[src/rtl/cpu_oci_dct_packer.sv]
// Packs 2-bit DCT trace codes into 30-bit words and hands full or flushed words to the trace FIFO.
// Also sequences end-of-test draining for the OCI simulation bench.
module cpu_oci_dct_packer #(
  parameter int unsigned CODE_W = 2,
  parameter int unsigned SLOTS  = 15,
  parameter int unsigned CNT_W  = 4
) (
  input  logic                            clk,
  input  logic                            reset_n,
  input  logic                            code_valid,
  input  logic [CODE_W-1:0]               code_in,
  input  logic                            flush_req,
  input  logic                            test_ending,
  input  logic                            overflow_clr,
  input  logic                            tw_ready,
  output logic                            tw_valid,
  output logic [CNT_W+CODE_W*SLOTS-1:0]   tw_data,
  output logic [CODE_W*SLOTS-1:0]         dct_buffer,
  output logic [CNT_W-1:0]                dct_count,
  output logic                            overflow,
  output logic                            test_has_ended
);

  localparam int unsigned     BUF_W = CODE_W * SLOTS;
  localparam int unsigned     WRD_W = CNT_W + BUF_W;
  localparam logic [CNT_W-1:0] FULL = CNT_W'(SLOTS);

  localparam logic [1:0] ST_ACCUM = 2'd0;
  localparam logic [1:0] ST_DRAIN = 2'd1;
  localparam logic [1:0] ST_ENDED = 2'd2;

  logic [1:0]       state, state_n;
  logic             flush_pend, flush_pend_n;
  logic [BUF_W-1:0] buf_n, buf_pa;
  logic [CNT_W-1:0] cnt_n, cnt_pa;
  logic             tw_valid_n;
  logic [WRD_W-1:0] tw_data_n;
  logic             overflow_n;
  logic             ended_n;
  logic             slot_free, live, accept, drop, flush_evt, load;

  // Next-state, accumulator and output-slot logic
  always_comb begin
    state_n      = state;
    flush_pend_n = 1'b0;
    buf_n        = dct_buffer;
    cnt_n        = dct_count;
    tw_valid_n   = tw_valid;
    tw_data_n    = tw_data;
    overflow_n   = overflow;
    ended_n      = test_has_ended;
    flush_evt    = 1'b0;

    slot_free = !tw_valid || tw_ready;
    live      = (state != ST_ENDED);
    accept    = live && code_valid && (dct_count != FULL);
    drop      = live && code_valid && (dct_count == FULL) && !slot_free;
    buf_pa    = accept ? {dct_buffer[BUF_W-CODE_W-1:0], code_in} : dct_buffer;
    cnt_pa    = accept ? dct_count + CNT_W'(1) : dct_count;

    // DRAIN keeps flushing so codes arriving late still leave before ENDED
    unique case (state)
      ST_ACCUM: flush_evt = flush_req || test_ending || flush_pend;
      ST_DRAIN: flush_evt = 1'b1;
      default:  flush_evt = 1'b0;
    endcase

    load = slot_free && ((cnt_pa == FULL) || (flush_evt && (cnt_pa != '0)));

    if (load) begin
      tw_valid_n = 1'b1;
      tw_data_n  = {cnt_pa, buf_pa};
      buf_n      = '0;
      cnt_n      = '0;
    end else begin
      if (tw_valid && tw_ready) tw_valid_n = 1'b0;
      buf_n = buf_pa;
      cnt_n = cnt_pa;
    end

    flush_pend_n = flush_evt && (cnt_pa != '0) && !load;
    overflow_n   = drop || (overflow && !overflow_clr);

    unique case (state)
      ST_ACCUM: if (test_ending) state_n = ST_DRAIN;
      ST_DRAIN: begin
        if ((cnt_pa == '0) && !flush_pend && slot_free) begin
          state_n = ST_ENDED;
          ended_n = 1'b1;
        end
      end
      default: state_n = state;
    endcase
  end

  // State and output registers
  always_ff @(posedge clk or negedge reset_n) begin
    if (!reset_n) begin
      state          <= ST_ACCUM;
      flush_pend     <= 1'b0;
      dct_buffer     <= '0;
      dct_count      <= '0;
      tw_valid       <= 1'b0;
      tw_data        <= '0;
      overflow       <= 1'b0;
      test_has_ended <= 1'b0;
    end else begin
      state          <= state_n;
      flush_pend     <= flush_pend_n;
      dct_buffer     <= buf_n;
      dct_count      <= cnt_n;
      tw_valid       <= tw_valid_n;
      tw_data        <= tw_data_n;
      overflow       <= overflow_n;
      test_has_ended <= ended_n;
    end
  end

endmodule
[config.mk]
export PLATFORM = sky130hd
export DESIGN_NAME = cpu_oci_dct_packer
export DESIGN_NICKNAME = d
export VERILOG_FILES = /design/src/rtl/cpu_oci_dct_packer.sv
export SDC_FILE = /design/constraint.sdc
export NUM_CORES = 1
export LEC_CHECK = 0
export CAP_MARGIN = 40
export CORE_AREA = 2 2 112 114
export CTS_BUF_LIST = sky130_fd_sc_hd__clkbuf_16
export DETAILED_ROUTE_END_ITERATION = 8
export DIE_AREA = 0 0 114 116
export GPL_TIMING_DRIVEN = 0
export REMOVE_ABC_BUFFERS = 1
export SYNTH_ARGS = -nofsm -noshare
export SYNTH_HDL_FRONTEND = slang
export SYNTH_SLANG_ARGS = --single-unit
[constraint.sdc]
create_clock -name clk -period 5.3 [get_ports clk]
set_clock_uncertainty 0.05 [all_clocks]
set_input_delay 1.325 -clock clk [delete_from_list [all_inputs] [get_ports clk]]
set_output_delay 1.325 -clock clk [all_outputs]
set_load 0.005 [all_outputs]
==> impl_metrics.csv, run 1 <==
group,metric,value,unit
synth,synth_edf_count,0,
critical_path,path_class,"input port to flip-flop",
drt,routed_wirelength,8220,um
critical_path,slowest_stage,"clkdlybuf4s50_1",
synth,synthCells,281,
finish,layout.cells.non_filler,508,
synth,syn_area_per_cell,11.4,sq um
clocking,cts-buffers-inserted,9,
placement,gp_congestion,0.801,
critical_path,worst_path_most_repeated_cell,"buf_12",
finish,seqCellArea,1850,sq um
grt,grt_use_total,13.9,%
synth,synth-adder-area-share,0.392,%
critical_path,r2r.worst_path.cells,10,
power,power.static_leakage,2.18,nW
timing,slew_violations,0,
grt,grt_pass1_wl,14100,um
finish,multi_input_area,1220,sq um
clocking,cts-root-buf,"clkbuf_16",
clocking,insertion_delay,0.33,ns
grt,grt_pass1_vias,2615,
timing,fmaxAchievable,244,MHz
critical_path,cp_max_fo,36,
drt,drc,0,
critical_path,crit_path_end_kind,"flip-flop",
synth,muxShareOfSynthArea,9.73,%
synth,async_reset_ff_share,100,%
critical_path,r2r-end,"tw_data[1]",
synth,ys_dominant_reg_cell,"dfrtp_1",
min_path,whs_endpoint,"test_has_ended",
drt,vias_per_cell,4.77,
power,peakVddDrop,0.000102,V
critical_path,start_kind,"input port",
clocking,cts_resized,0,
placement,placed_area,4180,sq um
min_path,hp-class,"flip-flop to flip-flop",
critical_path,crit_arrival,4.27,ns
grt,grt_remaining_overflow,0,
placement,io_buffers,79,
clocking,cts_buffer_depth,2,
timing,rsz0062_at_grt,"false",
timing,period_minus_slack,4.10,ns
min_path,min_path_cells,1,
floorplanning,initial_utilization,26.8,%
timing,whs,0.428,ns
synth,yosysMostFrequentCell,"dfrtp_1",
finish,area_growth,39.0,%
finish,antennaDiodeCount,0,
synth,synth_compound_area_share,13.7,%
floorplanning,die_h,116,um
finish,final_util,37.2,%
timing,maxSlewHeadroom,48.2,%
critical_path,cp_cell_sequence,"clkdlybuf4s50_1 > and3_2 > buf_12 > o221ai_2 > a22oi_4 > buf_16 > nor2_4 > buf_12 > o22a_1",
clocking,path_clk_slew,0.06,ns
critical_path,critPathRequiredTime,5.46,ns
drt,firstDrtPassIters,4,
timing,hold_violations,0,
synth,ys_ff_latch,74,
run,drv_cap,0,
power,p_per_area,252,nW/um^2
drt,wl_per_cell,16.2,um
critical_path,r2r-start,"dct_count[0]",
drt,num_vias,2425,
critical_path,ff2ff_setup_slack,1.78,ns
floorplanning,dieArea,13200,sq um
timing,worstMarginPinSlew,0.776,ns
placement,dp.cells,493,
timing,setup_viol,0,
synth,yosys-top-cells-count,"dfrtp_1, nand2_1, nor2_1",
synth,synth_top_cell_by_area,"dfrtp_1",
synth,synth_area_leaders,"dfrtp_1, mux2i_1, o22a_1",
synth,synthXorXnorAreaFrac,0.275,%
finish,n_fill_cell,1183,
floorplanning,row_count,40,
drt,antenna_left,0,
drt,drt-initial-drc-count,104,
synth,netlist.area_leader.share,58.0,%
finish,final_nets,367,
clocking,cts_hold_buf,0,
min_path,hold_start,"test_has_ended",
clocking,cts_tree,"yes",
placement,place_hpwl,5510,um
grt,antenna_found_initial,0,
synth,synth_simple_gate_area_share,14.0,%
synth,yosysSeqAreaShare,58.0,%
clocking,cts.sink_count,74,
timing,timing.final.crit_share,77.4,%
synth,synth_area,3190,sq um
clocking,postCtsSetupBuffers,0,
floorplanning,io-pin-count,80,
finish,drive_gt1_share,7.48,%
power,power.total,0.00112,W
floorplanning,die_w,114,um
synth,yosysUniqueCellTypes,37,
run_status,status,"completed",
synth,synth_top_family_by_area,"simple AND/OR/NAND/NOR gates",
critical_path,cp-startpoint,"code_valid",
critical_path,slowest_delay,0.68,ns
floorplanning,core_area,11900,sq um
finish,design_area,4430,sq um
synth,yosys_warnings,0,
grt,grt_max_degree,55,
clocking,htree_levels,3,
## where the power goes
group	internal (W)	switching, W	total, W
sequential	0.000565	0.0000000000000000000350	0.000565
clock	0.000307	0.000225	0.000531
combinational	0.00000782	0.0000137	0.0000215
## layer usage
metal  vias to the layer above  part of all wire (%)  track usage [%]  routed length [um]
li1                       1145                     -                -                   -
met4                         0                   1.7             6.50                 139
met2                        59                    46             21.7                3820
met3                        10                   5.4             3.71                 445
met5                         -                     0                0                   0
met1                      1211                    46             17.9                3820
## layout by cell type (no fill, tap or decap), types with 2 or more instances in the layout
cell type / count
clkinv_1: 2
mux2i_1: 31
nand3_1: 5
clkbuf_16: 9
a21oi_1: 5
o21ai_0: 3
nor2b_1: 4
dfrtp_1: 74
o22ai_1: 2
buf_12: 2
nor2_1: 33
o22a_1: 32
a31oi_1: 3
buf_16: 3
clkinv_2: 3
or2_2: 2
inv_1: 4
nor3_1: 2
nand2_1: 39
clkdlybuf4s50_1: 78
nand4_1: 2
nor4b_1: 2
nand2b_1: 3
## state kept, by name, summed over array words and instances (netlist names)
| register | cells |
|---|---|
| tw_valid | 1 |
| state | 2 |
| test_has_ended | 1 |
| dct_buffer | 30 |
| flush_pend | 1 |
| overflow | 1 |
| dct_count | 4 |
| tw_data | 34 |
## layout make-up
class                      count  share of cell area (%)
clock inverter                 6                   0.593
timing repair buffer          84                    20.5
clock buffer                   9                    5.08
tap                          147                    4.15
multi-input combinational    185                    27.6
sequential                    74                    41.8
inverter                       3                   0.254
## kinds of logic after synthesis
kind of cell,after synthesis
xor+xnor,1
simple gates,99
mux,31
buf+inv,22
flops,74
fa+ha+maj,1
compound gates,53
## worst max-delay path by stage
stage / endpoint / slack (ns) / depth (start not counted)
floorplan: tw_data[0] / 1.13 / 5
global placement: tw_data[3] / -1.13 / 6
detailed placement: tw_data[1] / 0.81 / 9
CTS: tw_data[1] / 1.15 / 9
global route: tw_data[3] / 1.01 / 9
finish: tw_data[1] / 1.20 / 9
## critical path, delay by kind of cell
family | cells | cell delay, ns
and+or+nand+nor | 2 | 0.67
AOI/OAI and AO/OA | 3 | 0.83
buffers and inverters | 4 | 1.40
## stage by stage
| step | setup TNS, ns | setup WS [ns] |
|---|---|---|
| 3_3_place_gp | -66.02 | -1.13 |
| 4_1_cts | 0 | 1.15 |
| 6_report | 0 | 1.20 |
| 5_1_grt | 0 | 1.01 |
| 3_5_place_dp | 0 | 0.806 |
| 2_1_floorplan | 0 | 1.13 |
(Power assumes the default switching activity.)
==> inputs of run 2 (changes only) <==
==> constraint.sdc (replaced) <==
create_clock -name clk -period 4.2 [get_ports clk]
set_clock_uncertainty 0.05 [all_clocks]
set_input_delay 1.05 -clock clk [delete_from_list [all_inputs] [get_ports clk]]
set_output_delay 1.05 -clock clk [all_outputs]
set_load 0.005 [all_outputs]
==> results of run 2 <==
Same layout as run 1 (identical final DEF). Status: completed.
Main changes from that run: setup slack after placement 0.806 ns -> -0.0187 ns; setup slack after layout 1.20 ns -> 0.372 ns; register-to-register setup slack 1.78 ns -> 0.68 ns; total power 0.00112 W -> 0.00141 W; worst IR drop on VDD 0.000102 V -> 0.000129 V
==> inputs of run 3 (changes only) <==
--- a/config.mk
+++ b/config.mk
@@ -12,6 +12,7 @@
 export DIE_AREA = 0 0 114 116
 export GPL_TIMING_DRIVEN = 0
 export REMOVE_ABC_BUFFERS = 1
+export SKIP_LAST_GASP = 1
 export SYNTH_ARGS = -nofsm -noshare
 export SYNTH_HDL_FRONTEND = slang
 export SYNTH_SLANG_ARGS = --single-unit
==> results of run 3 <==
Same layout as run 1 (identical final DEF). Status: completed.
Main changes from that run: setup slack after placement 0.806 ns -> -0.0187 ns; setup slack after layout 1.20 ns -> 0.372 ns; register-to-register setup slack 1.78 ns -> 0.68 ns; total power 0.00112 W -> 0.00141 W; worst IR drop on VDD 0.000102 V -> 0.000129 V
